[src/rtl/key_load_if.sv]
// Key-word stream from the key source into key_load_ctrl.
// Carries the 32-bit word, its framing, the key size and the accept handshake.
interface key_load_if;
  logic [1:0]  mode_in;
  logic        kw_valid;
  logic        kw_ready;
  logic [31:0] kw_data;
  logic        kw_last;

  modport master (output mode_in, output kw_valid, output kw_data, output kw_last, input kw_ready);
  modport slave  (input mode_in, input kw_valid, input kw_data, input kw_last, output kw_ready);
endinterface

[src/rtl/key_load_ctrl.sv]
// Collects a 128/192/256-bit cipher key word by word and sequences the round-key expander.
// Reports key_ready once expansion completes, or a sticky err on framing faults or timeout.
module key_load_ctrl #(
  parameter int TIMEOUT_CYC = 64,
  parameter int EXP_GUARD   = 2
) (
  input  logic         clk,
  input  logic         reset,
  key_load_if.slave    kw,
  input  logic         key_clr,
  output logic [255:0] short_key,
  output logic [1:0]   aes_mode,
  output logic         exp_reset,
  input  logic         exp_done,
  output logic         key_ready,
  output logic         busy,
  output logic         err
);

  localparam int TW = $clog2(TIMEOUT_CYC + 1);

  typedef enum logic [2:0] {S_IDLE, S_LOAD, S_EXPAND, S_READY, S_ERROR} state_t;

  state_t          state_reg, state_next;
  logic [255:0]    key_reg, key_next;
  logic [1:0]      mode_reg, mode_next;
  logic [3:0]      count_reg, count_next;
  logic [TW-1:0]   timer_reg, timer_next;
  logic            exp_reset_reg, key_ready_reg, busy_reg, err_reg;
  logic            accept;
  logic            zero_key;
  logic            wr_en;
  logic [2:0]      wr_slot;
  logic [3:0]      n_words;
  logic [3:0]      count_inc;

  function automatic logic [3:0] words_for(input logic [1:0] m);
    case (m)
      2'b00:   return 4'd4;
      2'b01:   return 4'd6;
      default: return 4'd8;
    endcase
  endfunction

  assign kw.kw_ready = !key_clr &&
                       (state_reg == S_IDLE || state_reg == S_LOAD || state_reg == S_READY);
  assign accept      = kw.kw_valid && kw.kw_ready;
  assign n_words     = words_for(mode_reg);
  assign count_inc   = count_reg + 4'd1;

  always_comb begin
    state_next = state_reg;
    mode_next  = mode_reg;
    count_next = count_reg;
    timer_next = timer_reg;
    zero_key   = 1'b0;
    wr_en      = 1'b0;
    wr_slot    = 3'd0;

    case (state_reg)
      S_IDLE, S_READY: begin
        if (accept) begin
          // A fresh load wipes the previous key so unused upper words read as zero.
          mode_next  = kw.mode_in;
          zero_key   = 1'b1;
          wr_en      = 1'b1;
          wr_slot    = 3'(words_for(kw.mode_in) - 4'd1);
          count_next = 4'd1;
          state_next = kw.kw_last ? S_ERROR : S_LOAD;
        end
      end
      S_LOAD: begin
        if (accept) begin
          wr_en      = 1'b1;
          wr_slot    = 3'(n_words - count_inc);
          count_next = count_inc;
          if (kw.kw_last) begin
            state_next = (count_inc == n_words) ? S_EXPAND : S_ERROR;
            timer_next = '0;
          end else if (count_inc == n_words) begin
            state_next = S_ERROR;
          end
        end
      end
      S_EXPAND: begin
        // Done wins over timeout when both land on the final allowed cycle.
        if (exp_done && timer_reg >= TW'(EXP_GUARD)) begin
          state_next = S_READY;
        end else if (timer_reg == TW'(TIMEOUT_CYC - 1)) begin
          state_next = S_ERROR;
        end else begin
          timer_next = timer_reg + 1'b1;
        end
      end
      default: ;
    endcase

    if (key_clr) begin
      state_next = S_IDLE;
      zero_key   = 1'b1;
      wr_en      = 1'b0;
      count_next = 4'd0;
      timer_next = '0;
    end
  end

  for (genvar gi = 0; gi < 8; gi++) begin : g_key_word
    assign key_next[32*gi +: 32] = (wr_en && wr_slot == 3'(gi)) ? kw.kw_data :
                                   (zero_key ? 32'd0 : key_reg[32*gi +: 32]);
  end

  always_ff @(posedge clk or posedge reset) begin
    if (reset) begin
      state_reg     <= S_IDLE;
      key_reg       <= '0;
      mode_reg      <= 2'b00;
      count_reg     <= 4'd0;
      timer_reg     <= '0;
      exp_reset_reg <= 1'b1;
      key_ready_reg <= 1'b0;
      busy_reg      <= 1'b0;
      err_reg       <= 1'b0;
    end else begin
      state_reg     <= state_next;
      key_reg       <= key_next;
      mode_reg      <= mode_next;
      count_reg     <= count_next;
      timer_reg     <= timer_next;
      // Status flags are registered from the next state so they align with it.
      exp_reset_reg <= !(state_next == S_EXPAND || state_next == S_READY);
      key_ready_reg <= (state_next == S_READY);
      busy_reg      <= (state_next == S_LOAD || state_next == S_EXPAND);
      err_reg       <= (state_next == S_ERROR);
    end
  end

  assign short_key = key_reg;
  assign aes_mode  = mode_reg;
  assign exp_reset = exp_reset_reg;
  assign key_ready = key_ready_reg;
  assign busy      = busy_reg;
  assign err       = err_reg;

endmodule

[src/flat_wrapper.sv]
// flat-port wrapper written by rule: the top's interface ports become plain ports
module key_load_ctrl_flat 
#(
  parameter int TIMEOUT_CYC = 64,
  parameter int EXP_GUARD   = 2
)
  (clk, reset, key_clr, short_key, aes_mode, exp_reset, exp_done, key_ready, busy, err, kw_mode_in, kw_kw_valid, kw_kw_data, kw_kw_last, kw_kw_ready);
  key_load_if kw_i ();
  input  logic clk;
  input  logic reset;
  input  logic key_clr;
  output logic [255:0] short_key;
  output logic [1:0] aes_mode;
  output logic exp_reset;
  input  logic exp_done;
  output logic key_ready;
  output logic busy;
  output logic err;
  input wire logic [$bits(kw_i.mode_in)-1:0] kw_mode_in;
  input wire logic [$bits(kw_i.kw_valid)-1:0] kw_kw_valid;
  input wire logic [$bits(kw_i.kw_data)-1:0] kw_kw_data;
  input wire logic [$bits(kw_i.kw_last)-1:0] kw_kw_last;
  output wire logic [$bits(kw_i.kw_ready)-1:0] kw_kw_ready;
  assign kw_i.mode_in = kw_mode_in;
  assign kw_i.kw_valid = kw_kw_valid;
  assign kw_i.kw_data = kw_kw_data;
  assign kw_i.kw_last = kw_kw_last;
  assign kw_kw_ready = kw_i.kw_ready;
  key_load_ctrl #(.TIMEOUT_CYC(TIMEOUT_CYC), .EXP_GUARD(EXP_GUARD)) u_core (.clk(clk), .reset(reset), .kw(kw_i), .key_clr(key_clr), .short_key(short_key), .aes_mode(aes_mode), .exp_reset(exp_reset), .exp_done(exp_done), .key_ready(key_ready), .busy(busy), .err(err));
endmodule
[config.mk]
export PLATFORM = sky130hd
export DESIGN_NAME = key_load_ctrl_flat
export DESIGN_NICKNAME = d
export VERILOG_FILES = /design/src/rtl/key_load_if.sv /design/src/rtl/key_load_ctrl.sv /design/src/flat_wrapper.sv
export SDC_FILE = /design/constraint.sdc
export NUM_CORES = 1
export LEC_CHECK = 0
export CELL_PAD_IN_SITES_DETAIL_PLACEMENT = 1
export CELL_PAD_IN_SITES_GLOBAL_PLACEMENT = 2
export CORE_ASPECT_RATIO = 1.75
export CORE_UTILIZATION = 33
export DETAILED_ROUTE_END_ITERATION = 10
export GPL_ROUTABILITY_DRIVEN = 1
export PLACE_DENSITY_LB_ADDON = 0.25
export SLEW_MARGIN = 20
export SYNTH_ARGS = -nofsm -noshare
export SYNTH_HDL_FRONTEND = slang
export SYNTH_SLANG_ARGS = --single-unit
[constraint.sdc]
create_clock -name clk -period 31.3 [get_ports clk]
set_clock_uncertainty 0.1 [all_clocks]
set_input_delay 9.39 -clock clk [delete_from_list [all_inputs] [get_ports clk]]
set_output_delay 9.39 -clock clk [all_outputs]
set_load 0.01 [all_outputs]
==> results by group <==
Die
  • Height of the die: 249 microns
  • Total core area: 34500 sq um
  • Die area: 35700 sq um
  • Rows: 90
  • I/O Pins: 303
  • Initial Utilization: 33.5%
  • Die Span X: ~140 microns

Global routing
  • Initial antenna violation count: 1
  • Vias in the first global route: 9381
  • Gr usage total: 21.6%
  • Total grt overflow: 0
  • Largest net degree at the start of global routing: 249
  • First-pass GRT wire length: 58100 microns

Setup path
  • Largest fanout on the critical path: 14
  • R2R setup slack: 28.10 ns
  • Setup crit end kind: primary output
  • CP Launch Type: input pin
  • Setup CP Type: in2out
  • Worst Path Required: 21.81 ns
  • Critical path data arrival time: 10.99 ns

Finish
  • Layout Utilization: around 46%
  • Fin area: 15800 sq um
  • Share of cells above drive strength 1: 5.66%
  • Commonest cells after routing, fill and taps aside: clkdlybuf4s50_1 (302), dfrtp_1 (275), nand2_1 (272), o21ai_0 (131), mux2i_1 (129)
  • Commonest non-fill, non-tap cell in the layout: clkdlybuf4s50_1
  • Final nets: 1404
  • Max reg flops: 256
  • Cell Count, Final, Fillers Out: between 1500 and 2000
  • Area Growth Syn to Fin: 37.1%

Drt
  • ANT nets after route: 0
  • Routed len/inst: 20.6 microns
  • Initial DRT Pass Iterations: 4
  • Via count: approximately 9000
  • DRC: 0
  • DRT iter0 DRCs: 336
  • Final wirelength: 37900 microns
  • Vias per std cell: 4.87

CTS
  • Post_cts resized: 0
  • TritonCTS clock tree: done
  • Max Root-Sink Buffers: 3
  • Clock root cell: clkbuf_16
  • H-tree depth: 1
  • Clock slew at reported path FFs: 0.06 ns
  • Cts hold-fix bufs: 0
  • TritonCTS Sinks: 276
  • TritonCTS Buffers: 27
  • Postcts setup bufs: 0
  • Skew-Pair Late Insertion Delay: 0.54 ns

Synthesis
  • #FFs+latches synth: 276
  • Unique masters post-synth: just over 60
  • Predominant post-synthesis flop cell: dfrtp_1
  • Mapped cell area: 11500 sq um
  • Synth top area cells: dfrtp_1 (60%), mux2i_1 (11%), nand2_1 (8.9%)
  • Syn_nets: 1129
  • Ys Warns: 0
  • Cell accounting for the most synthesized area: dfrtp_1
  • Synth top area share: 59.7%
  • Cells after synthesis: 1085
  • Post-synth EDFFs: 0
  • Seq/Total Area, Yosys: 59.9%
  • Post-Syn Area per Cell: 10.6 sq um
  • Post-synth ARST share: 100%

Timing
  • Final setup margin: 10.82 ns
  • # setup viols final: 0
  • Final Max Slew Viols: 0
  • Hold Vio Cnt, Final: 0
  • Tmin final: 20.48 ns
  • RSZ-0062 raised after global routing: false
  • Worst slew margin: around 34%
  • Tightest Pin Transition: 0.982 ns
  • Highest clock rate: roughly 49 MHz
  • Setup TNS Final: 0 ns
  • Tcrit/Tclk final: 65.4%

Placement
  • Setup slack at placement: 10.84 ns
  • Final RePlAce weighted congestion: 0.773
  • IO buf count: 302
  • Placed Area: approximately 15000 sq um
  • Detail Placement HPWL: 26500 microns
  • Inst Count DP: about 1800

Power and ir drop
  • Power per cell area: 51.3 nW/um^2
  • Max IR drop VDD: between 0.03 and 0.04 mV
  • Leak: just over 7 nW

Flow run
  • Max_cap viols: 0

Outcome
  • Status: complete, no violations

Hold path
  • Hold crit path type: reg2reg
[Yosys cell counts (all sizes together) (2+ instances only)]
library cell and number:
nor4b 2, ha 4, nand3b 2, buf 36, or3 3, a21oi 5, dfrtp 275, mux2i 129
xnor2 8, mux2 3, o211ai 2, a22o 2, and3 2, nand4 2, nor4 3, nor3 6
a31oi 2, nand2 274, nor3b 4, inv 36, nand2b 6, clkbuf 33, o21ai 137, nor2b 4
nand3 70, nor2 17, o22ai 2, o41ai 2
[area by class of cell]
type                    count  area (sq um)
flip-flops and latches    276          6910
clock buffers              41           778
clock inverters             7           100
diodes                      1          2.50
inverters                  36           143
fillers                  3831         18600
well taps                 460           576
repair buffers            315          3150
multi-input cells         704          4150
[where the power goes]
part	internal (mW)	total [mW]	leakage, nW	switching (mW)
registers	0.368	0.377	3.83	0.00867
clock network	0.188	0.330	0.422	0.142
logic	0.0405	0.104	2.84	0.0635
[per-layer routing]
layer  wire length (microns)  track usage, %  vias up
met2                   19800            38.5      221
met3                    1720            3.38       67
met1                   14500            24.7     4500
met5                       0               0        -
met4                    1910            10.4        0
li1                        -               -     4181
[metrics by stage]
step                      power, mW  hold slack (ns)
after detailed placement      0.489            0.391
after global routing          0.843            0.424
after floorplan               0.439            0.369
after CTS                     0.823            0.405
after global placement        0.487            0.382
final                         0.811            0.397
[cells by family after synthesis]
kind of cell | share of synthesized area (%)
adder cells (fa/ha/maj) | 0.434
flip-flops | 59.9
buffers and inverters | 4.35
AO/OA/AOI/OAI | 7.65
AND/OR/NAND/NOR | 15.5
XOR/XNOR | 0.683
multiplexers | 11.5
[worst paths after layout]
path / startpoint / endpoint / cells past startpoint
worst max-delay path: key_clr / kw_kw_ready / 3
worst min-delay path: u_core.short_key[83] / u_core.short_key[83] / 2
worst max register to register: u_core.state_reg[0] / u_core.short_key[153] / 7
worst min register to register: u_core.short_key[83] / u_core.short_key[83] / 2
max in group asynchronous: reset / u_core.short_key[56] / 3
min in group asynchronous: reset / u_core.short_key[57] / 2
[critical path, stage by stage]
cell	delay, ns
clkdlybuf4s50_1	0.71
nor3_1	0.31
clkdlybuf4s50_1	0.58
No activity file was read; power rests on OpenSTA's default activity.
